**src/rtl/universal_shift_sequencer.sv**
```systemverilog
// Multi-mode shift register with a start/busy/done command handshake.
// LOAD and degenerate commands finish in one edge; shift ops run one step per edge.
module universal_shift_sequencer #(
  parameter int W  = 8,
  parameter int CW = $clog2(W) + 1
) (
  input  logic          clk_i,
  input  logic          rst_i,
  input  logic          start_i,
  input  logic [2:0]    op_i,
  input  logic [CW-1:0] count_i,
  input  logic [W-1:0]  load_data_i,
  input  logic          sin_r_i,
  input  logic          sin_l_i,
  output logic [W-1:0]  q_o,
  output logic          sout_r_o,
  output logic          sout_l_o,
  output logic          busy_o,
  output logic          done_o
);

  localparam logic [2:0]    OP_LOAD = 3'b000;
  localparam logic [2:0]    OP_SHR  = 3'b001;
  localparam logic [2:0]    OP_SHL  = 3'b010;
  localparam logic [2:0]    OP_ROR  = 3'b011;
  localparam logic [2:0]    OP_ROL  = 3'b100;
  localparam logic [2:0]    OP_ASR  = 3'b101;
  localparam logic [CW-1:0] REM_ONE = CW'(1);

  typedef enum logic {ST_IDLE = 1'b0, ST_SHIFT = 1'b1} state_t;

  state_t        state_q, state_d;
  logic [2:0]    op_q, op_d;
  logic [CW-1:0] rem_q, rem_d;
  logic [W-1:0]  data_q, data_d;
  logic          busy_q, busy_d;
  logic          done_q, done_d;
  logic          is_shift_s;

  function automatic logic [W-1:0] step_f(input logic [2:0] op, input logic [W-1:0] v,
                                          input logic sr, input logic sl);
    logic [W-1:0] r;
    case (op)
      OP_SHR:  r = {sr, v[W-1:1]};
      OP_SHL:  r = {v[W-2:0], sl};
      OP_ROR:  r = {v[0], v[W-1:1]};
      OP_ROL:  r = {v[W-2:0], v[W-1]};
      OP_ASR:  r = {v[W-1], v[W-1:1]};
      default: r = v;
    endcase
    return r;
  endfunction

  assign is_shift_s = (op_i >= OP_SHR) && (op_i <= OP_ASR);

  always_ff @(posedge clk_i) begin
    if (rst_i) begin
      state_q <= ST_IDLE;
      op_q    <= 3'b000;
      rem_q   <= '0;
      data_q  <= '0;
      busy_q  <= 1'b0;
      done_q  <= 1'b0;
    end else begin
      state_q <= state_d;
      op_q    <= op_d;
      rem_q   <= rem_d;
      data_q  <= data_d;
      busy_q  <= busy_d;
      done_q  <= done_d;
    end
  end

  always_comb begin
    state_d = state_q;
    case (state_q)
      ST_IDLE: begin
        if (start_i && is_shift_s && (count_i != '0)) state_d = ST_SHIFT;
        else                                          state_d = ST_IDLE;
      end
      ST_SHIFT: begin
        if (rem_q == REM_ONE) state_d = ST_IDLE;
        else                  state_d = ST_SHIFT;
      end
      default: state_d = ST_IDLE;
    endcase
  end

  // Reserved ops and zero-count shifts complete immediately with q untouched.
  always_comb begin
    op_d   = op_q;
    rem_d  = rem_q;
    data_d = data_q;
    busy_d = 1'b0;
    done_d = 1'b0;
    case (state_q)
      ST_IDLE: begin
        if (start_i) begin
          if (op_i == OP_LOAD) begin
            data_d = load_data_i;
            done_d = 1'b1;
          end else if (is_shift_s && (count_i != '0)) begin
            op_d   = op_i;
            rem_d  = count_i;
            busy_d = 1'b1;
          end else begin
            done_d = 1'b1;
          end
        end else begin
          done_d = 1'b0;
        end
      end
      ST_SHIFT: begin
        data_d = step_f(op_q, data_q, sin_r_i, sin_l_i);
        rem_d  = rem_q - REM_ONE;
        if (rem_q == REM_ONE) begin
          done_d = 1'b1;
          busy_d = 1'b0;
        end else begin
          done_d = 1'b0;
          busy_d = 1'b1;
        end
      end
      default: begin
        busy_d = 1'b0;
        done_d = 1'b0;
      end
    endcase
  end

  assign q_o      = data_q;
  assign sout_r_o = data_q[0];
  assign sout_l_o = data_q[W-1];
  assign busy_o   = busy_q;
  assign done_o   = done_q;

endmodule

```
**config.mk**
```make
export PLATFORM = sky130hd
export DESIGN_NAME = universal_shift_sequencer
export DESIGN_NICKNAME = d
export VERILOG_FILES = /design/src/rtl/universal_shift_sequencer.sv
export SDC_FILE = /design/constraint.sdc
export NUM_CORES = 1
export LEC_CHECK = 0
export BUFFER_PORTS_ARGS = -buffer_cell sky130_fd_sc_hd__buf_4
export CORE_MARGIN = 8
export CORE_UTILIZATION = 45
export CTS_BUF_LIST = sky130_fd_sc_hd__clkbuf_8
export CTS_CLUSTER_DIAMETER = 40
export DETAILED_ROUTE_END_ITERATION = 7
export PLACE_DENSITY = 0.68
export SLEW_MARGIN = 10
export SYNTH_ARGS = -nofsm -noshare
export SYNTH_HDL_FRONTEND = slang
export SYNTH_SLANG_ARGS = --single-unit
```
**constraint.sdc**
```tcl
create_clock -name clk_i -period 2 [get_ports clk_i]
set_clock_uncertainty 0.15 [all_clocks]
set_input_delay 0.1 -clock clk_i [delete_from_list [all_inputs] [get_ports clk_i]]
set_output_delay 0.1 -clock clk_i [all_outputs]
set_load 0.03 [all_outputs]
```
# Word level (Yosys, flattened, before mapping)
# Index checks and enable logic that the tools add are counted.
[word_totals]
regBits = 18
word_cells = 55
[classes]
addsub = 1
magnitude_cmp = 2
n_eq_ne = 13
muxes = 20
bitwise = 2
n_reduce_logical = 10
[op_table]
columns = ["cell", "count"]
rows = [
  ["$pmux W8 S5", 1],
  ["$mux W8", 2],
  ["$pmux W8 S2", 1],
  ["$mux W4", 3],
  ["$ne A2 B2 Y1 const B", 5],
  ["$mux W1", 9],
  ["$pmux W4 S2", 1],
  ["$reduce_and A4 Y1", 2],
  ["$eq A3 B2 Y1 const B", 2],
  ["$eq A3 B3 Y1 const B", 2],
  ["$ne A6 B1 Y1 const B", 1],
  ["$pmux W1 S2", 3],
  ["$reduce_and A3 Y1", 2],
  ["$ne A5 B1 Y1 const B", 1],
  ["$eq A4 B1 Y1 const B", 1],
  ["$logic_and A1 B1 Y1", 4],
  ["$reduce_bool A4 Y1", 1],
  ["$sub A4 B1 Y4 const B", 1],
  ["$eq A3 B1 Y1 const B", 1],
  ["$ge A3 B1 Y1 const B", 1],
  ["$le A3 B3 Y1 const B", 1],
  ["$logic_not A3 Y1", 1],
  ["$not A1 Y1", 2],
]

# Depth between registers and ports, before layout
# Gate-level depths: netlist (run 1).
[depth]
word_depth = 7
ltp_mapped = 7
depth_no_buf = 6

# Least setup slack after synthesis (run 1)
# Ideal clock, no wire load.
[synth_path]
path_type = "register -> register"
from = "reg op_q[2]"
to = "reg data_q[7] (netlist: q_o[7])"
arrival_time_ns = 1.593
t_required_ns = 1.780
setup_slack_ns = 0.187
path_stages_with_launch = 8
n_path_buf = 1
path_cell_list = "dfxtp_1 buf_4 inv_1 ha_1 nor2_1 nand3_1 a221o_1 a21oi_1"
[synth_between]
elab_chain_len = 3
[synth_lines]
columns = ["element", "line", "text"]
rows = [
  ["from (decl)", "33", "logic [2:0] op_q, op_d;"],
  ["from (signal assigned)", "66", "op_q <= op_d;"],
  ["$eq A3 B3 Y1 (tied with other cells)", "43", "case (op)"],
  ["$pmux W8 S5 (tied with other cells)", "43", ""],
  ["$pmux W8 S2 / $reduce_and A4 Y1 (equally long branches)", "n/a", ""],
  ["to (signal assigned)", "68", "data_q <= data_d;"],
  ["to (decl)", "35", "logic [W-1:0] data_q, data_d;"],
]
# Parallel ways exist; a longest one is shown, timed or not.
# A chain may end at the register's enable or synchronous reset.

# Worst setup path after layout (run 1)
[layout_path]
from = "in op_i[1]"
to = "reg rem_q[1]"
[layout_between]
elab_chain_len = 5
[layout_lines]
columns = ["element", "line", "text"]
rows = [
  ["from (decl)", "10", "input logic [2:0] op_i,"],
  ["$ge A3 B1 Y1 / $le A3 B3 Y1 (equally long branches)", "54", "assign is_shift_s = (op_i >= OP_SHR) && (op_i <= OP_ASR);"],
  ["$logic_and A1 B1 Y1", "54", ""],
  ["$logic_and A1 B1 Y1", "102", "end else if (is_shift_s && (count_i != '0)) begin"],
  ["$ne A2 B2 Y1 (no line)", "n/a", ""],
  ["$reduce_and A3 Y1 (no line) (*)", "n/a", ""],
  ["to (signal assigned)", "67", "rem_q <= rem_d;"],
  ["to (decl)", "34", "logic [CW-1:0] rem_q, rem_d;"],
]
# Mark *: on every way between the ends. The rest lies on a longest branch, timed or not.

==> results of run 1 <==
==> layout by cell type, fill, tap and decap left out, types with 4 or more instances in the layout <==
cell type,count
a31oi_1,8
a32o_1,7
buf_4,36
clkbuf_8,4
dfxtp_1,18
dlygate4sd3_1,5
inv_1,11
nand2_1,5
nand2b_1,6
nand3_1,5
nor2_1,5
nor3_1,4
o21ai_0,9
or2_2,8
==> per-stage QoR <==
| stage | total power, mW | area [µm²] | instances | setup slack [ns] |
|---|---|---|---|---|
| final | 0.986 | 1460 | 196 | 0.121 |
| after global routing | 1.04 | 1460 | 196 | 0.0374 |
| after CTS | 0.990 | 1450 | 196 | 0.130 |
| after detailed placement | 0.679 | 1350 | 187 | 0.170 |
| after global placement | 0.675 | 1350 | 187 | 0.214 |
| after floorplan | 0.591 | 1100 | 130 | 0.187 |
==> routing by layer <==
metal  track usage  part of all wire
met1         0.165              0.46
met2         0.224              0.47
met3        0.0340             0.059
met4        0.0409            0.0050
met5             0                 0
==> synthesized netlist by cell type (3+ instances only) <==
cell      number
a211oi_1       3
a21oi_1        3
a31oi_1        8
a32o_1         7
buf_4          3
clkbuf_1       3
dfxtp_1       18
ha_1           3
inv_1         11
mux2i_1        3
nand2_1        5
nand2b_1       6
nand3_1        5
nor2_1         6
nor3_1         4
o21ai_0        9
or2_2          8
==> critical path: cells and delay by family <==
kind,cells,cell delay [ns]
compound gates,2,0.40
buf+inv,2,0.69
simple gates,2,0.68
==> kinds of logic (layout without fill, tap and decap cells) <==
kind of cell	Yosys count	in the layout
buf+inv	20	56
simple gates	46	46
mux	3	3
compound gates	39	39
fa+ha+maj	3	3
flops	18	18
xor+xnor	1	1
==> flip-flops by register name, summed over array words and instances, names as in the netlist <==
| signal | cells |
|---|---|
| rem_q | 4 |
| state_q | 1 |
| done_o | 1 |
| q_o | 8 |
| op_q | 3 |
| busy_o | 1 |
==> power by group <==
group / switching (mW) / total, mW / internal, mW
registers: 0.0283 / 0.414 / 0.386
logic: 0.140 / 0.266 / 0.126
clock network: 0.131 / 0.306 / 0.175
total: 0.299 / 0.986 / 0.687
==> worst min path at each step <==
stage | cells after the start | startpoint | to
4_1_cts | 3 | count_i[3] | rem_q[3]
2_1_floorplan | 2 | op_i[1] | op_q[1]
6_report | 3 | count_i[3] | rem_q[3]
5_1_grt | 3 | count_i[3] | rem_q[3]
3_3_place_gp | 2 | rst_i | q_o[7]
3_5_place_dp | 2 | rst_i | done_o
==> final cells by class <==
class / count / share of cell area
clock buffers: 4 / 0.0378
inverters: 11 / 0.0284
multi-input cells: 92 / 0.441
flip-flops and latches: 18 / 0.247
well taps: 30 / 0.0258
repair buffers: 41 / 0.220
==> timing repair <==
| item | 4_1_cts | 5_1_grt |
|---|---|---|
| setup endpoints to repair | 0 | 1 |
| endpoints found under the hold margin | 11 | 0 |
| hold buffers | 5 | 0 |
| gates resized for setup | 0 | 1 |
==> impl_results.md, run 1 <==
* Antenna violations before repair at 0
* Max-slew headroom at 0.676
* TritonCTS clock tree: built
* DRT iter0 DRCs at 83
* Critical R2R Launch: op_q[1]
* R2R cell count at 5
* Syn_nets at 153
* Clk Latency, worst-skew pair at 0.26 ns
* I/O Pins at 32
* Filler cells at 228
* Std-Cell Rows at 18
* CTS buffer count at 3
* Total track usage at 0.134
* R2r endpoint: q_o[7]
* Main combinational cell family by area after synthesis: compound AO/OA/AOI/OAI gates
* Slew Limit Fails at 0
* Synth area leader: dfxtp_1
* DRC at 0
* Ys async rst share at 0
* Maximum clock frequency at 0.532 GHz
* Total Wirelength at 2.79 mm
* Chip Height at 65.5 µm
* Largest stage delay on the critical path at 0.54 ns
* Syn avg cell area at 8.48 µm²
* I/O Buffers at 31
* Post-Synth Simple-Gate Area at 0.242
* RePlAce Congestion at 0.786
* Final hold violations at 0
* Mapped Cells at 130
* Post-CTS Setup Bufs at 0
* Tmin final at 1.88 ns
* Maxcap violations at 0
* Initial Util at 0.462
* R2R setup slack at 0.22 ns
* Yosys top cell area share at 0.327
* Post-DRT Antenna Nets at 0
* Leakage at 0.594 nW
* Reg area at 360 µm²
* Post-synthesis sequential area ratio at 0.327
* CTS clk-pin slew, worst paths at 0.07 ns
* Chip Width at 65.5 µm
* Core footprint at 2390 µm²
* Mux cell area share after synthesis at 0.0272
* H-Tree Depth at 1
* Synth-to-Final Area Change at 32.1%
* Library cells used by synthesis at 37
* Post-synthesis compound-gate area fraction at 0.262
* Crit Path Class: in -> reg
* Post-synthesis xor/xnor area fraction at 0.0148
* Yosys warning count at 0
* Final core utilization at 0.610
* NumNets Final at 190
* Outcome: finished clean
* Largest net degree at the start of global routing at 17
* Vias in the first global route at 1,092
* First-pass GRT wire length at 4.80 mm
* Full die area at 4290 µm²
* Critical path peak fanout at 4
* Critical path cell sequence: dlygate4sd3_1, buf_4, or3_1, and3_1, a221oi_1, a211oi_1
* RSZ-0062 raised after global routing: no
* Post-Syn Area at 1100 µm²
* DP HPWL at 2.10 mm
* Final setup violation count at 0
* Multi-input gate area at 642 µm²
* Routed WL per cell at 14.2 µm
* CP endpoint kind: register
* Layout cell share with drive strength beyond 1 at 0.319
* Number of flops mapped to enable cells by yosys at 0
* Yosys reg bits at 18
* Hold Slack at 0.0147 ns
* TNS Setup at 0 ns
* Slowest CP cell: dlygate4sd3_1
* Overflow after GRT at 0
* Power Dens Cells at 677 nW/µm²
* # clock sinks at 18
* First-pass iteration count of the detailed router at 4
* Tcrit/Tclk final at 0.940
* Crit path launch: op_i[1]
* Required @ worst endpoint at 1.99 ns
* Measured slew at the worst slew-check pin at 0.484 ns
* Vias at 1,111
* Startpoint Class: input pin
* Setup crit end: rem_q[1]
* ANT cells at 0
* Most used DFF post-synth: dfxtp_1
* Hold Crit Class: in -> reg
* Clk root buf: clkbuf_8
* Synth area leaders: dfxtp_1 (33%), a32o_1 (6.4%), a31oi_1 (4.5%)
* CP arrival at 1.87 ns
* Post-Synth Adder-Cell Area at 0.0341
* Peak VDD IR at 0.468 mV
* Clk buf depth at 2
* Vias per cell at 5.67
Power figures use the tool's default switching activity.
==> run 2: changes to the inputs <==
- CORE_ASPECT_RATIO: unset -> 1.2
==> run 2 against run 1 <==
  * Critical path depth did not move
  * Global-route usage rose by 0.96 points
  * Setup slack got worse by 0.0079 ns
  * Register-to-register slack got worse by 0.06 ns
  * Via count barely moved
  * Sequential share of layout area rose by 0.085 points
  * Wire length rose by 5.5%
  * Flip-flop and latch count did not move
  * Non-clock buffer count rose by 1
  * First-iteration DRC count fell by 19%
  * Final cell count rose by 1.0%
  * Design area fell by 0.34%
  * Critical endpoint unchanged
  * Highest routed layer unchanged
==> impl_results.md, run 2 (synthesized netlist as in run 1, its figures left out) <==
* Outcome: finished clean
* Antenna violations before repair at 1 (+1)
* DP HPWL at 2.18 mm (+3.9%)
* Post-DRT Antenna Nets at 0 (unchanged)
* Largest net degree at the start of global routing at 17 (unchanged)
* Maxcap violations at 0 (unchanged)
* Hold path cells at 3 (unchanged)
* Startpoint Class: input pin
* Clk root buf: clkbuf_8
* Total track usage at 0.144 (+0.00961)
* Post-CTS Setup Bufs at 0 (unchanged)
* CTS clk-pin slew, worst paths at 0.06 ns (about the same)
* Overflow after GRT at 0 (unchanged)
* Clk buf depth at 2 (unchanged)
* Layout cell share with drive strength beyond 1 at 0.313 (-0.00602)
* NumNets Final at 191 (+0.53%)
* Critical path cell sequence: dlygate4sd3_1, buf_4, or3_1, and3_1, a221oi_1, a211oi_1
* I/O Buffers at 31 (unchanged)
* CP arrival at 1.86 ns (about the same)
* Maximum clock frequency at 0.530 GHz (-0.42%)
* R2R cell count at 5 (unchanged)
* Sw Pwr at 0.286 mW (-4.1%)
* Slew Limit Fails at 0 (unchanged)
* Std-Cell Rows at 19 (+1)
* Gate power share at 0.289 (+0.019)
* RSZ-0062 raised after global routing: no
* First-pass iteration count of the detailed router at 4 (unchanged)
* Leakage at 0.593 nW (-0.28%)
* TNS Setup at 0 ns (unchanged)
* I/O Pins at 32 (unchanged)
* TritonCTS clock tree: built
* Full die area at 4300 µm² (+0.14%)
* Required @ worst endpoint at 1.98 ns (about the same)
* Largest stage delay on the critical path at 0.55 ns (about the same)
* Measured slew at the worst slew-check pin at 0.518 ns (+0.0341 ns)
* Commonest non-fill, non-tap cell in the layout: buf_4
* Hold Slack at 0.0128 ns (-0.00184 ns)
* Chip Width at 61.2 µm (-6.6%)
* Tmin final at 1.89 ns (+0.00785 ns)
* First-pass GRT wire length at 5.00 mm (+4.3%)
* Synth-to-Final Area Change at 31.7%
* # clock sinks at 18 (unchanged)
* CP endpoint kind: register
* Max-slew headroom at 0.654 (-0.0228)
* CTS buffer count at 3 (unchanged)
* Sequential power share at 0.445 (+0.025)
* Vias at 1,112 (+0.090%)
* Pint at 0.648 mW (-5.7%)
* Non-filler cells in the finished layout at 198 (+1.0%)
* Chip Height at 70.2 µm (+7.2%)
* R2R setup slack at 0.16 ns (-0.06 ns)
* Max reg flops at 8 (unchanged)
* Clk Latency, worst-skew pair at 0.25 ns (about the same)
* Total Wirelength at 2.95 mm (+5.5%)
* Hold Crit Class: in -> reg
* Placed cell count at 189 (+1.1%)
* Final core utilization at 0.629 (+0.0193)
* Final hold violations at 0 (unchanged)
* H-Tree Depth at 1 (unchanged)
* DRC at 0 (unchanged)
* Peak VDD IR at 0.701 mV (+50%)
* Crit Path Class: in -> reg
* Clock share of power at 0.266 (-0.044)
* Core footprint at 2310 µm² (-3.4%)
* Slowest CP cell: dlygate4sd3_1
* Power Dens Cells at 644 nW/µm² (-4.9%)
* Final setup violation count at 0 (unchanged)
* Critical path peak fanout at 4 (unchanged)
* DRT iter0 DRCs at 67 (-19%)
* Vias in the first global route at 1,173 (+7.4%)
* Switching Share at 0.306 (+0.00346)
* RePlAce Congestion at 0.811 (+3.2%)
* Routed WL per cell at 14.9 µm (+4.4%)
* Commonest non-fill, non-tap cells in the layout: buf_4 (37), dfxtp_1 (18), inv_1 (11)
* Tcrit/Tclk final at 0.943 (+0.00393)
* Vias per cell at 5.62 (-0.92%)
* Initial Util at 0.478 (+0.0163)
==> run 2: changes by cell type in the layout (fill, tap and decap cells not counted), sizes merged <==
cell	previous run	this run
clkbuf	4	3
buf	36	37
diode	0	1
==> run 2: timing repair <==
action,CTS,global route
endpoints found under the hold margin,10,0
gates resized for setup,0,0
setup endpoints to repair,0,0
hold buffers,5,0
==> run 2: final timing paths <==
check,startpoint,endpoint
hold / removal,count_i[3],rem_q[3]
hold reg to reg,op_q[2],op_q[2]
setup reg to reg,op_q[1],q_o[7]
setup / recovery,op_i[1],rem_q[1]
==> run 2: critical path, delay by kind of cell <==
family | cells | cell delay, ns
AO/OA/AOI/OAI | 2 | 0.39
buffers and inverters | 2 | 0.70
AND/OR/NAND/NOR | 2 | 0.68
==> run 2: layout make-up <==
class,count,area (µm²)
Fill cell,211,855
Inverter,11,41.3
Tap cell,31,38.8
Multi-Input combinational cell,92,639
Clock buffer,3,41.3
Antenna cell,1,2.50
Timing Repair Buffer,42,328
Sequential cell,18,360
==> run 2: metal layers <==
metal,wire (µm),GRT usage,vias up
met5,0,0,-
li1,-,-,554
met3,176,0.0275,4
met1,1210,0.161,521
met4,42,0.0468,0
met2,1510,0.254,33
==> run 2: power by group through the flow <==
stage,clock network (mW),logic (mW),registers (mW)
6_report,0.249,0.270,0.416
5_1_grt,0.273,0.297,0.421
4_1_cts,0.254,0.271,0.416
3_5_place_dp,0,0.262,0.424
3_3_place_gp,0,0.257,0.422
2_1_floorplan,0,0.154,0.437
==> run 2: stage by stage <==
stage	power, mW	instance area [µm²]	setup slack [ns]
2_1_floorplan	0.591	1100	0.187
3_3_place_gp	0.680	1360	0.266
3_5_place_dp	0.686	1360	0.213
4_1_cts	0.940	1450	0.126
5_1_grt	0.991	1450	0.00809
6_report	0.935	1450	0.113
==> run 3: changes to the inputs <==
- ABC_AREA: unset -> 1
- CORE_ASPECT_RATIO: 1.2 -> 0.5
- PLACE_DENSITY: 0.68 -> 0.67
==> run 3 against run 2 <==
  * Sequential power grew 2%
  * Die area is 11% higher
  * Via count rose by 19%
  * Register-to-register slack better by 0.06 ns
  * Synthesized cell count rose by 55%
  * Combinational power up 49%
  * Highest routed layer unchanged
==> impl_results.md, run 3 <==
* Overflow after GRT at 0 (unchanged)
* Met1 wire length at 1.48 mm (+22%)
* Top routing layer used: met4
* Routed length on met3 at 161 µm (-8.5%)
* Filler cells at 256 (+21%)
* Peak VDD IR at 0.368 mV (-47%)
* First-pass iteration count of the detailed router at 4 (unchanged)
* Total track usage at 0.126 (-0.0182)
* DP HPWL at 2.27 mm (+4.3%)
* Post-DRT Antenna Nets at 0 (unchanged)
* RSZ-0062 raised after global routing: no
* Maximum clock frequency at 0.563 GHz (+6.3%)
* Switching Share at 0.352 (+0.0454)
* Yosys reg bits at 18 (unchanged)
* Chip Height at 53.0 µm (-25%)
* Commonest non-fill, non-tap cells in the layout: nand2_1 (70), buf_4 (35), nand3_1 (22)
* Crit Path Class: reg -> reg
* Leakage at 0.795 nW (+34%)
* Post-Syn Area at 1230 µm² (+11%)
* Yosys top cell area share at 0.293 (-0.0336)
* CTS buffer count at 3 (unchanged)
* Ys async rst share at 0 (unchanged)
* Startpoint Class: register
* Synth area leaders: dfxtp_1 (29%), nand2_1 (22%), nand3_1 (9.0%)
* Sw Pwr at 0.399 mW (+39%)
* R2R cell count at 8 (+3)
* ANT cells at 0 (-1)
* Sequential power share at 0.376 (-0.069)
* Placed cell count at 264 (+40%)
* I/O Pins at 32 (unchanged)
* Hold Crit Class: in -> reg
* RePlAce Congestion at 0.817 (+0.75%)
* DR WL met2 at 1.47 mm (-2.9%)
* Hold path cells at 4 (+1)
* CP endpoint kind: register
* Vias in the first global route at 1,124 (-4.2%)
* Count leader, synth: nand2_1
* DRT iter0 DRCs at 44 (-34%)
* Largest net degree at the start of global routing at 22 (+5)
* Tmin final at 1.78 ns (-0.112 ns)
* Library cells used by synthesis at 23 (-38%)
* Synth area leader: dfxtp_1
* TNS Setup at 0 ns (unchanged)
* Post-synthesis sequential area ratio at 0.293 (-0.0336)
* Measured slew at the worst slew-check pin at 0.476 ns (-0.0414 ns)
* CTS clk-pin slew, worst paths at 0.07 ns (about the same)
* Maxcap violations at 0 (unchanged)
* Non-filler cells in the finished layout at 276 (+39%)
* Initial Util at 0.472 (-0.00591)
* NumNets Final at 263 (+38%)
* Vias at 1,327 (+19%)
* Yosys warning count at 0 (unchanged)
* Reg area at 360 µm² (unchanged)
* Multi-input gate area at 752 µm² (+18%)
* Synth-to-Final Area Change at 32.1%
* Outcome: finished clean
* # clock sinks at 18 (unchanged)
* H-Tree Depth at 1 (unchanged)
* Max reg flops at 8 (unchanged)
* TritonCTS clock tree: built
* Slew Limit Fails at 0 (unchanged)
* Critical path peak fanout at 9 (+5)
* Commonest non-fill, non-tap cell in the layout: nand2_1
* Mapped Cells at 202 (+55%)
* Most used DFF post-synth: dfxtp_1
* Layout cell share with drive strength beyond 1 at 0.251 (-0.0622)
* Tcrit/Tclk final at 0.888 (-0.0558)
* Gate power share at 0.354 (+0.065)
* Max-slew headroom at 0.682 (+0.0285)
* Power Dens Cells at 698 nW/µm² (+8.4%)
* Final setup violation count at 0 (unchanged)
* Number of flops mapped to enable cells by yosys at 0 (unchanged)
* Required @ worst endpoint at 2.04 ns (+0.06 ns)
* Vias per cell at 4.81 (-14%)
* Total Wirelength at 3.12 mm (+5.9%)
* Std-Cell Rows at 13 (-6)
* Clk Latency, worst-skew pair at 0.26 ns (about the same)
* Routed WL per cell at 11.3 µm (-24%)
* Syn avg cell area at 6.08 µm² (-28%)
* Final hold violations at 0 (unchanged)
* Chip Width at 89.9 µm (+47%)
* Core footprint at 2600 µm² (+13%)
* I/O Buffers at 31 (unchanged)
* DRC at 0 (unchanged)
* CP arrival at 1.82 ns (-0.04 ns)
* Antenna violations before repair at 0 (-1)
* Syn_nets at 225 (+47%)
* First-pass GRT wire length at 5.00 mm (unchanged)
* Top cells by count, synth: nand2_1 (72), nand3_1 (22), inv_1 (20), a21oi_1 (18), dfxtp_1 (18)
* Full die area at 4760 µm² (+11%)
* Clk buf depth at 2 (unchanged)
* Clock share of power at 0.269 (+0.003)
* Clk root buf: clkbuf_8
* Pint at 0.734 mW (+13%)
## run 3: metal layers
layer / vias up / track usage
li1: 712 / -
met1: 591 / 0.148
met2: 22 / 0.217
met3: 2 / 0.0507
met4: 0 / 0.0245
met5: - / 0
## run 3: area by class of cell
| class | instances | share of cell area |
|---|---|---|
| timing repair buffer | 41 | 0.199 |
| multi-input combinational | 153 | 0.463 |
| inverter | 23 | 0.0532 |
| sequential | 18 | 0.222 |
| tap | 37 | 0.0285 |
| clock buffer | 4 | 0.0339 |
## run 3: critical path, cell delays in order (launching register included)
cell and delay [ns]:
dfxtp_1 0.43, inv_2 0.09, ha_2 0.42, inv_1 0.07, nand3_1 0.22, nand2_1 0.08
nand3_1 0.08, nand2_1 0.05, a21oi_1 0.12
## run 3: kinds of logic after synthesis
| group | Yosys count | synth area share |
|---|---|---|
| and+or+nand+nor | 126 | 0.450 |
| AOI/OAI and AO/OA | 24 | 0.109 |
| buffers and inverters | 31 | 0.117 |
| DFF | 18 | 0.293 |
| adders and majority gates | 3 | 0.0306 |
## run 3: per-stage QoR
step                instance area [µm²]   util  hold slack, ns  total power, mW  setup slack (ns)
CTS                                1580  0.607          0.0226             1.13           0.00828
detailed placement                 1470  0.563           0.198            0.815             0.185
global route                       1620  0.624          0.0505             1.21            0.0644
finish                             1620  0.624          0.0238             1.13             0.225
global placement                   1470  0.563           0.194            0.810             0.245
floorplan                          1230      -          0.0849            0.704             0.363
## run 3: power groups by stage
stage	logic (mW)	clock network (mW)	registers [mW]
2_1_floorplan	0.232	0	0.472
3_3_place_gp	0.376	0	0.434
3_5_place_dp	0.380	0	0.435
4_1_cts	0.391	0.317	0.426
5_1_grt	0.446	0.334	0.432
6_report	0.401	0.305	0.426
## run 3: path summary, 6_finish.rpt
path / start / endpoint / slack [ns]
worst min register to register: rem_q[1] / rem_q[1] / 0.31
worst min-delay path: load_data_i[0] / q_o[0] / 0.02
worst max-delay path: op_q[2] / q_o[3] / 0.22
worst max register to register: op_q[2] / q_o[3] / 0.22
## run 3: timing repair
| item | in CTS | in global routing |
|---|---|---|
| setup buffers | 0 | 2 |
| resized for setup | 0 | 7 |
| hold buffers | 6 | 1 |
| endpoints found under the setup margin | 0 | 2 |
| hold endpoints to repair | 10 | 1 |
